[config.mk]
export PLATFORM = sky130hd
export DESIGN_NAME = pipeline_hazard_ctrl
export DESIGN_NICKNAME = d
export VERILOG_FILES = /design/src/rtl/pipeline_hazard_ctrl.sv
export SDC_FILE = /design/constraint.sdc
export NUM_CORES = 1
export LEC_CHECK = 0
export CORE_ASPECT_RATIO = 0.75
export CORE_MARGIN = 2
export CORE_UTILIZATION = 45
export DETAILED_ROUTE_END_ITERATION = 7
export GPL_ROUTABILITY_DRIVEN = 0
export PLACE_DENSITY = 0.88
export SLEW_MARGIN = 20
export SYNTH_ARGS = -nofsm -noshare
export SYNTH_HDL_FRONTEND = slang
export SYNTH_SLANG_ARGS = --single-unit
[constraint.sdc]
create_clock -name clk -period 3.3 [get_ports clk]
set_clock_uncertainty 0.05 [all_clocks]
set_input_delay 0.66 -clock clk [delete_from_list [all_inputs] [get_ports clk]]
set_output_delay 0.66 -clock clk [all_outputs]
set_load 0.05 [all_outputs]
[src/rtl/pipeline_hazard_ctrl.sv]
// -----------------------------------------------------------------------------
// pipeline_hazard_ctrl
//
// Hazard controller for the pipelined RISC-V core. It sits beside the datapath
// and the main controller and drives every stall, flush and forward select.
//   - N-stage forwarding: the nearest later stage that writes the source register wins.
//   - Load-use stall between E and D.
//   - Branch/jump flush of D and E.
//   - Multi-cycle execute FSM that holds E for MC_LAT cycles (MUL/DIV).
//   - Saturating 32-bit count of cycles in which the front end is stalled.
//
// Parameters
//   AW          register-address width
//   FWD_STAGES  number of stages after E that can forward (0 = M, 1 = W, ...)
//   MC_LAT      total E-occupancy of a multi-cycle op, 1..256
//   FW          width of each forward select (derived)
//
// Ports
//   clk, rst                    clock (rising edge), async active-high reset
//   rs1_d, rs2_d                sources of the instruction in D
//   rs1_e, rs2_e, rd_e          sources/destination of the instruction in E
//   load_e, regwrite_e          E is a load / E writes the register file
//   rd_stage, regwrite_stage    destination and write-enable of each later stage
//   pcsrc_e                     branch or jump taken in E
//   mc_start_e                  E holds a multi-cycle op
//   stall_f, stall_d, stall_e   hold PC / D register / E register
//   flush_d, flush_e, flush_m   bubble into D / E / M on the next edge
//   fwd_a, fwd_b                0 = register file, k+1 = stage k
//   mc_busy, mc_done            FSM in BUSY / release cycle of a multi-cycle op
//   stall_cnt                   saturating count of stalled front-end cycles
// -----------------------------------------------------------------------------
module pipeline_hazard_ctrl #(
    parameter int AW         = 5,
    parameter int FWD_STAGES = 2,
    parameter int MC_LAT     = 4,
    localparam int FW        = $clog2(FWD_STAGES + 1)
) (
    input  logic                       clk,
    input  logic                       rst,
    input  logic [AW-1:0]              rs1_d,
    input  logic [AW-1:0]              rs2_d,
    input  logic [AW-1:0]              rs1_e,
    input  logic [AW-1:0]              rs2_e,
    input  logic [AW-1:0]              rd_e,
    input  logic                       load_e,
    input  logic                       regwrite_e,
    input  logic [FWD_STAGES*AW-1:0]   rd_stage,
    input  logic [FWD_STAGES-1:0]      regwrite_stage,
    input  logic                       pcsrc_e,
    input  logic                       mc_start_e,
    output logic                       stall_f,
    output logic                       stall_d,
    output logic                       stall_e,
    output logic                       flush_d,
    output logic                       flush_e,
    output logic                       flush_m,
    output logic [FW-1:0]              fwd_a,
    output logic [FW-1:0]              fwd_b,
    output logic                       mc_busy,
    output logic                       mc_done,
    output logic [31:0]                stall_cnt
);

    typedef enum logic {
        IDLE = 1'b0,
        BUSY = 1'b1
    } state_t;

    // Counter load value on entering BUSY: BUSY lasts MC_LAT-1 cycles, the last
    // of which (cnt==0) is the release cycle.
    localparam logic [7:0] MC_INIT = (MC_LAT > 1) ? 8'(MC_LAT - 2) : 8'd0;

    state_t      state_q, state_d;
    logic [7:0]  cnt_q, cnt_d;
    logic [31:0] stall_cnt_q, stall_cnt_d;

    logic [FW-1:0] fwd_a_raw, fwd_b_raw;
    logic          lw_stall;
    logic          mc_stall;
    logic          mc_done_raw;

    // -------------------------------------------------------------------------
    // Forwarding. Scanning from the farthest stage down to the nearest lets the
    // nearest match overwrite the others, so the lowest k wins. x0 never forwards.
    // -------------------------------------------------------------------------
    // NOTE: every variable assigned in an always_comb gets a default first, so
    // no path can leave it unassigned and infer a latch.
    always_comb begin
        fwd_a_raw = '0;
        fwd_b_raw = '0;
        for (int k = FWD_STAGES - 1; k >= 0; k--) begin
            if (regwrite_stage[k] && (rs1_e != '0) && (rd_stage[k*AW +: AW] == rs1_e))
                fwd_a_raw = FW'(k + 1);
            if (regwrite_stage[k] && (rs2_e != '0) && (rd_stage[k*AW +: AW] == rs2_e))
                fwd_b_raw = FW'(k + 1);
        end
    end

    // Load-use: the load result is not available until after M, so D must wait.
    assign lw_stall = load_e && regwrite_e && (rd_e != '0) &&
                      ((rd_e == rs1_d) || (rd_e == rs2_d));

    // -------------------------------------------------------------------------
    // Multi-cycle execute FSM: next state and its decoded outputs.
    // mc_start_e is only looked at in IDLE, so a held start never re-triggers
    // inside BUSY; it starts the next op right after the release edge instead.
    // -------------------------------------------------------------------------
    always_comb begin
        state_d     = state_q;
        cnt_d       = cnt_q;
        mc_stall    = 1'b0;
        mc_done_raw = 1'b0;
        unique case (state_q)
            IDLE: begin
                if (mc_start_e && (MC_LAT > 1)) begin
                    mc_stall = 1'b1;
                    state_d  = BUSY;
                    cnt_d    = MC_INIT;
                end
            end
            BUSY: begin
                if (cnt_q != 8'd0) begin
                    mc_stall = 1'b1;
                    cnt_d    = cnt_q - 8'd1;
                end else begin
                    mc_done_raw = 1'b1;
                    state_d     = IDLE;
                end
            end
            default: state_d = IDLE;
        endcase
    end

    // Stall counter saturates instead of wrapping.
    always_comb begin
        stall_cnt_d = stall_cnt_q;
        if (stall_f && (stall_cnt_q != 32'hFFFF_FFFF))
            stall_cnt_d = stall_cnt_q + 32'd1;
    end

    // NOTE: sequential state uses non-blocking assignments so every flop samples
    // the pre-edge values of the others, independent of statement order.
    always_ff @(posedge clk or posedge rst) begin
        if (rst) begin
            state_q     <= IDLE;
            cnt_q       <= 8'd0;
            stall_cnt_q <= 32'd0;
        end else begin
            state_q     <= state_d;
            cnt_q       <= cnt_d;
            stall_cnt_q <= stall_cnt_d;
        end
    end

    // -------------------------------------------------------------------------
    // Outputs. Everything combinational is forced low while rst is high so the
    // pipeline sees no stray stall or flush during reset.
    // mc_stall dominates lw_stall for E: E is being held, so it must not be bubbled.
    // A taken branch together with mc_stall should never happen; if it does,
    // both the flushes and the hold are still driven.
    // -------------------------------------------------------------------------
    assign stall_f   = !rst && (lw_stall || mc_stall);
    assign stall_d   = stall_f;
    assign stall_e   = !rst && mc_stall;
    assign flush_m   = !rst && mc_stall;
    assign flush_e   = !rst && ((lw_stall && !mc_stall) || pcsrc_e);
    assign flush_d   = !rst && pcsrc_e;
    assign fwd_a     = rst ? '0 : fwd_a_raw;
    assign fwd_b     = rst ? '0 : fwd_b_raw;
    assign mc_busy   = !rst && (state_q == BUSY);
    assign mc_done   = !rst && mc_done_raw;
    assign stall_cnt = stall_cnt_q;

endmodule

==> run metrics <==
reg2reg start=cnt_q[0]; clock slew at reported path FFs=70 ps; sequential standard cell area=0.00103 mm^2; hold buffer count at cts=0; Post-Syn Instances=244; Non-Filler Instances=412; Yosys reg bits=41; full die area=0.00601 mm^2; Clock Path Buffers=2; WHS Endpoint=cnt_q[0]; buffers added on ports=86; largest net degree at the start of global routing=44; clock period minus worst slack=3260 ps; # DRC=0; core region area=0.00527 mm^2; power share of the combinational group=0.401; Syn. warnings=0; synth top area cells=dfrtp_1, xnor2_1, xor2_1; CP arrival=2550 ps; Initial DRC Count=75; NetSw=694 uW; critical path peak fanout=3; worst vdd ir=0.455 mV; vias per cell=5.37; FP Rows=23; final WL=6470 um; Nets=383; Slew Viols, Final=0; average wire per standard cell=15.7 um; Worst-Margin Slew=580 ps; internal power=1050 uW; Worst Setup Start Kind=input pin; leakage=0.00145 uW; first-pass detailed-route iteration total=4; MaxCap Viol Count=0; P&R area growth vs syn=45.5%; # placed instances=404; final hold vios=0; Final setup viols=0; cell family with most CP delay=simple AND/OR/NAND/NOR gates; multi-input logic area=0.00136 mm^2; Final Power=1740 uW; sw frac=0.398; CTS Buf Count=5; crit path capture type=output port; Clock Power Share=0.189; share of cells above drive strength 1=0.101; hold path cells=1; Cell Area, Synth=0.00243 mm^2; PD cells=493 mW/mm^2; vias in the first global route=2181; hpwl dp=4990 um; fillers=405; status=finished clean; latest clock arrival within the worst-skew pair=300 ps; final non-filler cell area=0.00353 mm^2; Routed Antenna Nets=0; total vias in the final route=2211; CTS H-tree depth=2; synth unique cells=38; critical path class=input pin to output port; sequential fraction of the synthesis area=0.422; first-pass GRT wire length=10600 um; Syn Nets=290; total congestion overflow=0; Die Ht=67.6 um; r2r setup slk=610 ps; Initial Util=0.461; Max Freq=307 MHz; Core Util, Final=0.671; Mean Syn Cell Area=9.95 um^2; worst path cell trace=clkdlybuf4s50_1, or4_1, nor2_2, nor4_1, nor4_2, buf_12; part of the power in registers=0.410; CTS tree=done; critical path depth in cells=6; setup TNS=0 ps; Die Wd=88.8 um; hold path start=cnt_q[0]; CP required=2590 ps; worst min-delay path class=flip-flop to flip-flop; ANT cells=0; number of top-level pins=87; Crit path buffers/inverters=2; clk root buf=clkbuf_8; final critical-path share of the clock period=0.987; slowest stage cell, crit path=or4_1; Worst slew margin=0.610; Synth area leader=dfrtp_1; reg2reg path depth=10; Yosys top cell area share=0.422; R2R Path End=stall_cnt[30]; All-Layer GR Usage=0.233; Crit path largest cell delay=580 ps; placed cell area=0.00344 mm^2; initial antenna violation count=0; clock sink total=41
## area by class of cell
type | instances | share of cell area
tap | 75 | 0.0266
sequential | 41 | 0.290
clock buffer | 7 | 0.0244
inverter | 5 | 0.00531
multi-input combinational | 193 | 0.384
timing repair buffer | 91 | 0.269
## cell usage in the layout (no fill, tap or decap), types with 4 or more instances in the layout
cell,n
buf_12,6
dfrtp_1,41
clkdlybuf4s50_1,77
nor4_1,5
nor2b_1,4
buf_4,8
clkbuf_8,6
inv_1,4
nand3_1,16
nand2_1,21
nand4_1,17
xnor2_1,43
nor3_1,9
xor2_1,21
nor2_1,12
and3_1,7
## what timing repair did
item / 4_1_cts / 5_1_grt
resized for setup: 0 / 1
buffers inserted: 0 / 1
pin swaps: 1 / 3
hold endpoints to repair: 0 / 0
endpoints found under the setup margin: 1 / 2
## worst register-to-register path, cell delays in order (launching register included)
cell	delay, ps
dfrtp_1	360
inv_1	80
ha_1	200
and4bb_2	220
nand2_1	150
o21ai_2	130
inv_2	120
a22o_1	430
nand3_1	370
nor3b_1	330
xor2_1	180
## sequential cells by signal, summed over array words and instances (netlist names)
register	flops
cnt_q	8
state_q	1
stall_cnt	32
## per-stage QoR
step / worst slack [ps] / hold WS (ps)
global placement: 136 / 430
global route: -8.73 / 470
detailed placement: 18.3 / 439
CTS: 32.2 / 454
finish: 42.1 / 447
floorplan: 144 / 407
## power groups by stage
stage	Clock, uW	Combinational [uW]	Sequential (uW)
2_1_floorplan	0	336	825
3_3_place_gp	0	668	713
3_5_place_dp	0	694	718
4_1_cts	335	701	711
5_1_grt	359	749	724
6_report	329	698	715
## worst max-delay path by stage
stage             start  endpoint  slack [ps]
2_1_floorplan       rst   stall_f         140
3_3_place_gp   rs2_e[1]  fwd_b[1]         140
3_5_place_dp   rs2_e[1]  fwd_b[1]          20
4_1_cts        rs2_e[1]  fwd_b[1]          30
5_1_grt        rs2_e[1]  fwd_b[1]          -9
6_report       rs2_e[1]  fwd_b[1]          40
## synthesized netlist by cell type
| cell | instances |
|---|---|
| o22ai_1 | 1 |
| nor4_2 | 1 |
| and3_1 | 7 |
| nor4_1 | 7 |
| dfrtp_1 | 41 |
| and4_1 | 3 |
| nor2_1 | 13 |
| nor3_1 | 9 |
| a31oi_1 | 1 |
| or3_1 | 3 |
| a32oi_1 | 1 |
| o21a_4 | 1 |
| nand3_1 | 16 |
| ha_1 | 3 |
| or4_1 | 3 |
| o2111a_1 | 1 |
| and2_1 | 2 |
| nor3b_1 | 2 |
| buf_4 | 2 |
| nor4_4 | 1 |
| nand4_1 | 17 |
| o21ai_0 | 2 |
| a31o_2 | 1 |
| clkbuf_1 | 1 |
| or4_4 | 1 |
| a21oi_1 | 2 |
| inv_1 | 4 |
| nand2_1 | 21 |
| xor2_1 | 21 |
| inv_2 | 1 |
| nor2b_1 | 4 |
| o21ai_2 | 2 |
| or2_2 | 1 |
| a22o_1 | 1 |
| buf_6 | 2 |
| and4bb_2 | 1 |
| mux2_2 | 1 |
| xnor2_1 | 43 |
## cells by family after synthesis
kind of cell,share of synthesized area
AO/OA/AOI/OAI,0.0423
buffers and inverters,0.0247
XOR/XNOR,0.231
AND/OR/NAND/NOR,0.260
adder cells (fa/ha/maj),0.0155
multiplexers,0.00464
flip-flops,0.422
## routing by layer
layer / up-vias / global-route usage / wire length, um
li1: 1053 / - / -
met1: 1095 / 0.321 / 2950
met2: 52 / 0.368 / 3130
met3: 11 / 0.0611 / 305
met4: 0 / 0.0530 / 77
met5: - / 0 / 0
Note: power is estimated with default switching activity, not from simulation.
